**src/rtl/matmul_arbiter.sv**
```systemverilog
// Round-robin arbiter that shares one matmul_array engine between NUM_REQ requesters.
// Each grant runs one engine operation, guarded by a watchdog that forces release on a hung engine.
module matmul_arbiter #(
    parameter int NUM_REQ = 4,
    parameter int TIMEOUT = 1024
) (
    input  logic                       clk,
    input  logic                       rst_n,
    input  logic [NUM_REQ-1:0]         req,
    output logic [NUM_REQ-1:0]         gnt,
    output logic [$clog2(NUM_REQ)-1:0] sel,
    output logic                       mm_start,
    input  logic                       mm_done,
    output logic [NUM_REQ-1:0]         req_done,
    output logic                       busy,
    output logic                       timeout_err,
    input  logic                       clr_err
);

    localparam int SEL_W = $clog2(NUM_REQ);
    localparam int WD_W  = $clog2(TIMEOUT);

    typedef enum logic [1:0] {
        IDLE,
        GRANT,
        WAIT,
        RELEASE
    } state_t;

    state_t             state, state_d;
    logic [SEL_W-1:0]   ptr, ptr_d;
    logic [WD_W-1:0]    wd_cnt, wd_cnt_d;
    logic [NUM_REQ-1:0] gnt_d, req_done_d;
    logic [SEL_W-1:0]   sel_d;
    logic               mm_start_d, busy_d, timeout_err_d;

    logic               rr_found;
    logic [SEL_W-1:0]   rr_win;
    logic [SEL_W-1:0]   rr_idx;

    // Search upward from ptr with wrap-around; the first pending request wins.
    always_comb begin
        rr_found = 1'b0;
        rr_win   = '0;
        rr_idx   = '0;
        for (int i = 0; i < NUM_REQ; i++) begin
            rr_idx = SEL_W'((int'(ptr) + i) % NUM_REQ);
            if (!rr_found && req[rr_idx]) begin
                rr_found = 1'b1;
                rr_win   = rr_idx;
            end
        end
    end

    always_comb begin
        state_d       = state;
        ptr_d         = ptr;
        wd_cnt_d      = wd_cnt;
        gnt_d         = gnt;
        sel_d         = sel;
        mm_start_d    = 1'b0;
        req_done_d    = '0;
        busy_d        = busy;
        timeout_err_d = clr_err ? 1'b0 : timeout_err;

        case (state)
            IDLE: begin
                if (rr_found) begin
                    state_d       = GRANT;
                    gnt_d         = '0;
                    gnt_d[rr_win] = 1'b1;
                    sel_d         = rr_win;
                    mm_start_d    = 1'b1;
                    busy_d        = 1'b1;
                end
            end
            GRANT: begin
                state_d  = WAIT;
                wd_cnt_d = '0;
            end
            WAIT: begin
                if (mm_done || wd_cnt == WD_W'(TIMEOUT - 1)) begin
                    state_d    = RELEASE;
                    gnt_d      = '0;
                    req_done_d = gnt;
                    ptr_d      = (sel == SEL_W'(NUM_REQ - 1)) ? '0 : sel + SEL_W'(1);
                    // A new timeout overrides a simultaneous clear.
                    if (!mm_done) begin
                        timeout_err_d = 1'b1;
                    end
                end else begin
                    wd_cnt_d = wd_cnt + WD_W'(1);
                end
            end
            RELEASE: begin
                state_d = IDLE;
                busy_d  = 1'b0;
            end
            default: begin
                state_d = IDLE;
                gnt_d   = '0;
                busy_d  = 1'b0;
            end
        endcase
    end

    always_ff @(posedge clk or negedge rst_n) begin
        if (!rst_n) begin
            state       <= IDLE;
            ptr         <= '0;
            wd_cnt      <= '0;
            gnt         <= '0;
            sel         <= '0;
            mm_start    <= 1'b0;
            req_done    <= '0;
            busy        <= 1'b0;
            timeout_err <= 1'b0;
        end else begin
            state       <= state_d;
            ptr         <= ptr_d;
            wd_cnt      <= wd_cnt_d;
            gnt         <= gnt_d;
            sel         <= sel_d;
            mm_start    <= mm_start_d;
            req_done    <= req_done_d;
            busy        <= busy_d;
            timeout_err <= timeout_err_d;
        end
    end

endmodule

```
**config.mk**
```make
export PLATFORM = sky130hd
export DESIGN_NAME = matmul_arbiter
export DESIGN_NICKNAME = d
export VERILOG_FILES = /design/src/rtl/matmul_arbiter.sv
export SDC_FILE = /design/constraint.sdc
export NUM_CORES = 1
export LEC_CHECK = 0
export CAP_MARGIN = 20
export CORE_ASPECT_RATIO = 0.5
export CORE_MARGIN = 3
export CORE_UTILIZATION = 53
export DETAILED_ROUTE_END_ITERATION = 8
export PLACE_DENSITY = 0.87
export RECOVER_POWER = 100
export SYNTH_ARGS = -nofsm -noshare
export SYNTH_HDL_FRONTEND = slang
export SYNTH_SLANG_ARGS = --single-unit
```
**constraint.sdc**
```tcl
create_clock -name clk -period 2 [get_ports clk]
set_clock_uncertainty 0.1 [all_clocks]
set_input_delay 0.2 -clock clk [delete_from_list [all_inputs] [get_ports clk]]
set_output_delay 0.2 -clock clk [all_outputs]
set_load 0.02 [all_outputs]
```
After elaboration in Yosys (flattened, before gate mapping)
Cells that the tools add are included.
Widths: inputs -> output; s select.

storage, ports and cells
  register bits = 27
  bits of input ports = 8
  output and inout port bits = 13
  word-level logic and storage cells = 83

cells by class
  add/sub/neg operators = 5
  magnitude comparators = 6
  eq/ne operators = 8
  muxes and demuxes = 37
  reductions and logical operators = 18

operators with widths
  cell                   number
  $pmux 10 s2            1
  $mux 1                 16
  $mux 4                 4
  $lt 2x3->1 const B     5
  $mux 2                 7
  $add 10x1->10 const B  1
  $eq 10x10->1 const B   1
  $mux 10                1
  $reduce_and 2->1       5
  $bmux 1 s2             4
  $pmux 2 s4             1
  $pmux 4 s2             1
  $eq 2x2->1 const B     3
  $ne 2x2->1 const B     3
  $reduce_bool 2->1      3
  $add 2x1->2 const B    2
  $add 2x2->2 const B    2
  $logic_and 1x1->1      4
  $logic_not 1->1        3
  $reduce_and 3->1       1
  $demux 1 s2            1
  $eq 2x1->1 const B     1
  $ge 2x1->1 const B     1
  $logic_not 2->1        1
  2 further kinds        2

Logic depth before layout (Yosys ltp)
  depth after elaboration = 18
  gate-level depth with buffers = 8
  mapped depth without buffers = 6

Least setup slack after synthesis
Ideal clock, no wire load.

  path type = register to register
  start = register wd_cnt[0]
  end = register ptr[0]
  setup time = 0.127 ns
  data arrival time = 1.503 ns
  required time = 1.773 ns
  setup slack = 0.269 ns
  stages on the path, launching flop included = 6
  buffers on the path = 0
  clock period less this slack = 1.731 ns
  cell sequence = dfrtp_1 -> ha_1 -> nand4_2 -> nor3_4 -> o21a_2 -> mux2_1

on the way
  word-level cells in the longest chain between the ends = 3

RTL lines
  element                            RTL line  source
  start, declared                    32        logic [WD_W-1:0] wd_cnt, wd_cnt_d;
  start signal, assigned             121       wd_cnt <= wd_cnt_d;
  $eq 10x10->1                       82        if (mm_done || wd_cnt == WD_W'(TIMEOUT - 1)) begin
  $logic_or 1x1->1                   82
  $reduce_and 2->1 (no source line)  --
  end signal, assigned               120       ptr <= ptr_d;
  end, declared                      31        logic [SEL_W-1:0] ptr, ptr_d;

No other way between the ends.
A chain may end at the register's enable or synchronous reset.

Worst setup path after layout
  start = register state[0]
  end = register state[1]

on the way
  word-level cells in the longest chain between the ends = 3
  elaborated cells on any way between the ends = 8
  classes of those cells = eq/ne (5); mux (1); reduce/logical (2)

RTL lines
  element                                               RTL line  source
  start, declared                                       30        state_t state, state_d;
  start signal, assigned                                119       state <= state_d;
  $eq 2x2->1 / $logic_not 2->1 (equally long branches)  66        case (state)
  $ne 2x2->1 (no source line)                           --
  $reduce_and 2->1 (no source line)                     --

Parallel ways exist; a longest one is shown, timed or not.

==> metrics <==
antenna viol nets, final 0; Fin. Hold Viols 0; min Tclk post-route 1820 ps; Synth Flop Type dfrtp_1; Rel. slew slack 0.0404; Final WS setup 184 ps; CTS tree yes; aggregate routed wire length 2770 µm; Reg clk slew, reported paths 90 ps; post-synth top area share 0.486; met2 WL 1410 µm; DRC viols 0; post-CTS resize count 0; status finished, final reports clean; Die X 78.5 µm; Post-synth top cells 27 x dfrtp_1, 14 x nand2_1, 9 x o21ai_0, 8 x inv_1, 8 x nor2_1; hold_buf cts 0; asr flop ratio synth 1.00; Tcrit/Tclk final 0.908; Top Ports 21; GPL Wtd Cong 0.829; WP data arrival 1880 ps; crit path launch type register; vias in the first global route 986; Detailed Place HPWL 2030 µm; Root Buffer clkbuf_8; EDFF count, synth 0; H-tree levels 1; mean area per synthesized cell 10.5 µm²; nets 174; cells taking the most area after synthesis dfrtp_1 49%, ha_1 5.4%, nand2_1 3.8%, mux2i_1 3.6%, o21ai_0 3.2%; DR vias 1066; Slew @ Worst Pin 1440 ps; synthesized cell area 1390 µm²; worst vdd ir 0.963 mV; Mapped Cells 132; Avg Vias per Cell 5.49; Power Total 1.96 mW; RSZ-0062 raised after global routing false; post-synth cell types 43; met1 wire length 1210 µm; total global routing overflow 0; YS warnings 0; Critical Path End Type register; CTS Buf Count 3; post-CTS setup buffers 0; worst path required time 2060 ps; initial antenna violation count 0; diode count 0; Pre-antenna DRT Iters 4; Clock Sinks 27; Seq cells post-synth 27; Max-Cap Viols 0; core area 2360 µm²; IO Port Bufs 20; fraction of the yosys area taken by sequential cells 0.486; share of cells above drive strength 1 0.0818; # rows 12; Leak 0.795 nW; clk_lat worst skew 270 ps; initial cell density of the core 0.590; Setup CP Type reg2reg; setup TNS 0 ps; Hold Path Class in2reg; max layer used met4; Die H 42.2 µm; first-pass GRT wire length 4740 µm; P&R area growth vs syn 20.8%; Place WS 50.6 ps; Mapped Nets 146; pwr dens 1170 nW/µm²; final setup violation count 0; count leader, synth dfrtp_1; drt initial violations 54; wire length per cell 14.3 µm; crit path max fanout 9; routed wl met3 125 µm; Tot GR Track Use 0.186; Max Slew Vio Count 0; Max Freq 0.551 GHz; DIE AREA 3310 µm²; largest net degree at the start of global routing 28; Yosys top cell by area dfrtp_1; CTS max path bufs 2
-- state kept, by name, indices dropped and copies added (netlist names) --
register	flops
timeout_err	1
sel	2
req_done	4
ptr	2
state	2
busy	1
wd_cnt	10
gnt	4
mm_start	1
-- metrics by stage --
| stage | hold slack [ps] | area [µm²] | util | cells |
|---|---|---|---|---|
| 2_1_floorplan | -196 | 1390 | - | 132 |
| 3_3_place_gp | 396 | 1660 | 0.705 | 190 |
| 3_5_place_dp | 403 | 1660 | 0.705 | 190 |
| 4_1_cts | 205 | 1710 | 0.725 | 194 |
| 5_1_grt | 380 | 1680 | 0.713 | 194 |
| 6_report | 390 | 1680 | 0.713 | 194 |
-- cell families (layout without fill, tap and decap cells) --
kind of cell	Yosys count	in the layout	share of synthesized area
and+or+nand+nor	48	48	0.189
AOI/OAI and AO/OA	31	31	0.167
DFF	27	27	0.486
buffers and inverters	11	38	0.0351
muxes	8	8	0.0629
adders and majority gates	6	6	0.0540
xor gates and xnor gates	1	1	0.00630
-- critical path: stages (launching register included) --
cell	delay, ps
dfrtp_1	420
inv_1	90
ha_1	200
nand2b_1	220
o21ai_0	340
mux2_4	330
-- path summary, 6_finish.rpt --
check                              end  slack, ps  depth (start not counted)  startpoint
max                           state[1]        180                          5    state[0]
min                        timeout_err        390                          2     clr_err
max reg2reg                   state[1]        180                          5    state[0]
min reg2reg                  wd_cnt[0]        420                          1   wd_cnt[0]
max in group asynchronous  timeout_err        340                          2       rst_n
min in group asynchronous    wd_cnt[9]        620                          2       rst_n
-- metal layers --
layer  vias up  global-route usage
li1        528                   -
met1       512               0.240
met2        24               0.308
met3         2              0.0601
met4         0              0.0418
met5         -                   0
-- cell type report --
type                    count  area [µm²]
clock inverters             1        5.00
inverters                   8        30.0
well taps                  35        43.8
repair buffers             26         230
fillers                   172         677
clock buffers               3        41.3
flip-flops and latches     27         676
multi-input cells          94         654
-- cell usage in the layout (no fill, tap or decap), types with 4 or more instances in the layout --
master           instances
dlygate4sd3_1           14
inv_1                    8
and2_1                   4
clkdlybuf4s50_1          6
nor2_1                   8
clkbuf_1                 4
o21ai_0                 10
nand2_1                 14
mux2i_1                  5
ha_1                     6
dfrtp_1                 27
a32o_1                   4
-- where the power goes --
part | switching (mW) | internal, mW | leakage (nW)
combinational | 0.468 | 0.375 | 0.412
sequential | 0.121 | 0.688 | 0.358
clock | 0.169 | 0.140 | 0.0255
total | 0.759 | 1.20 | 0.795
(Power assumes the default switching activity.)
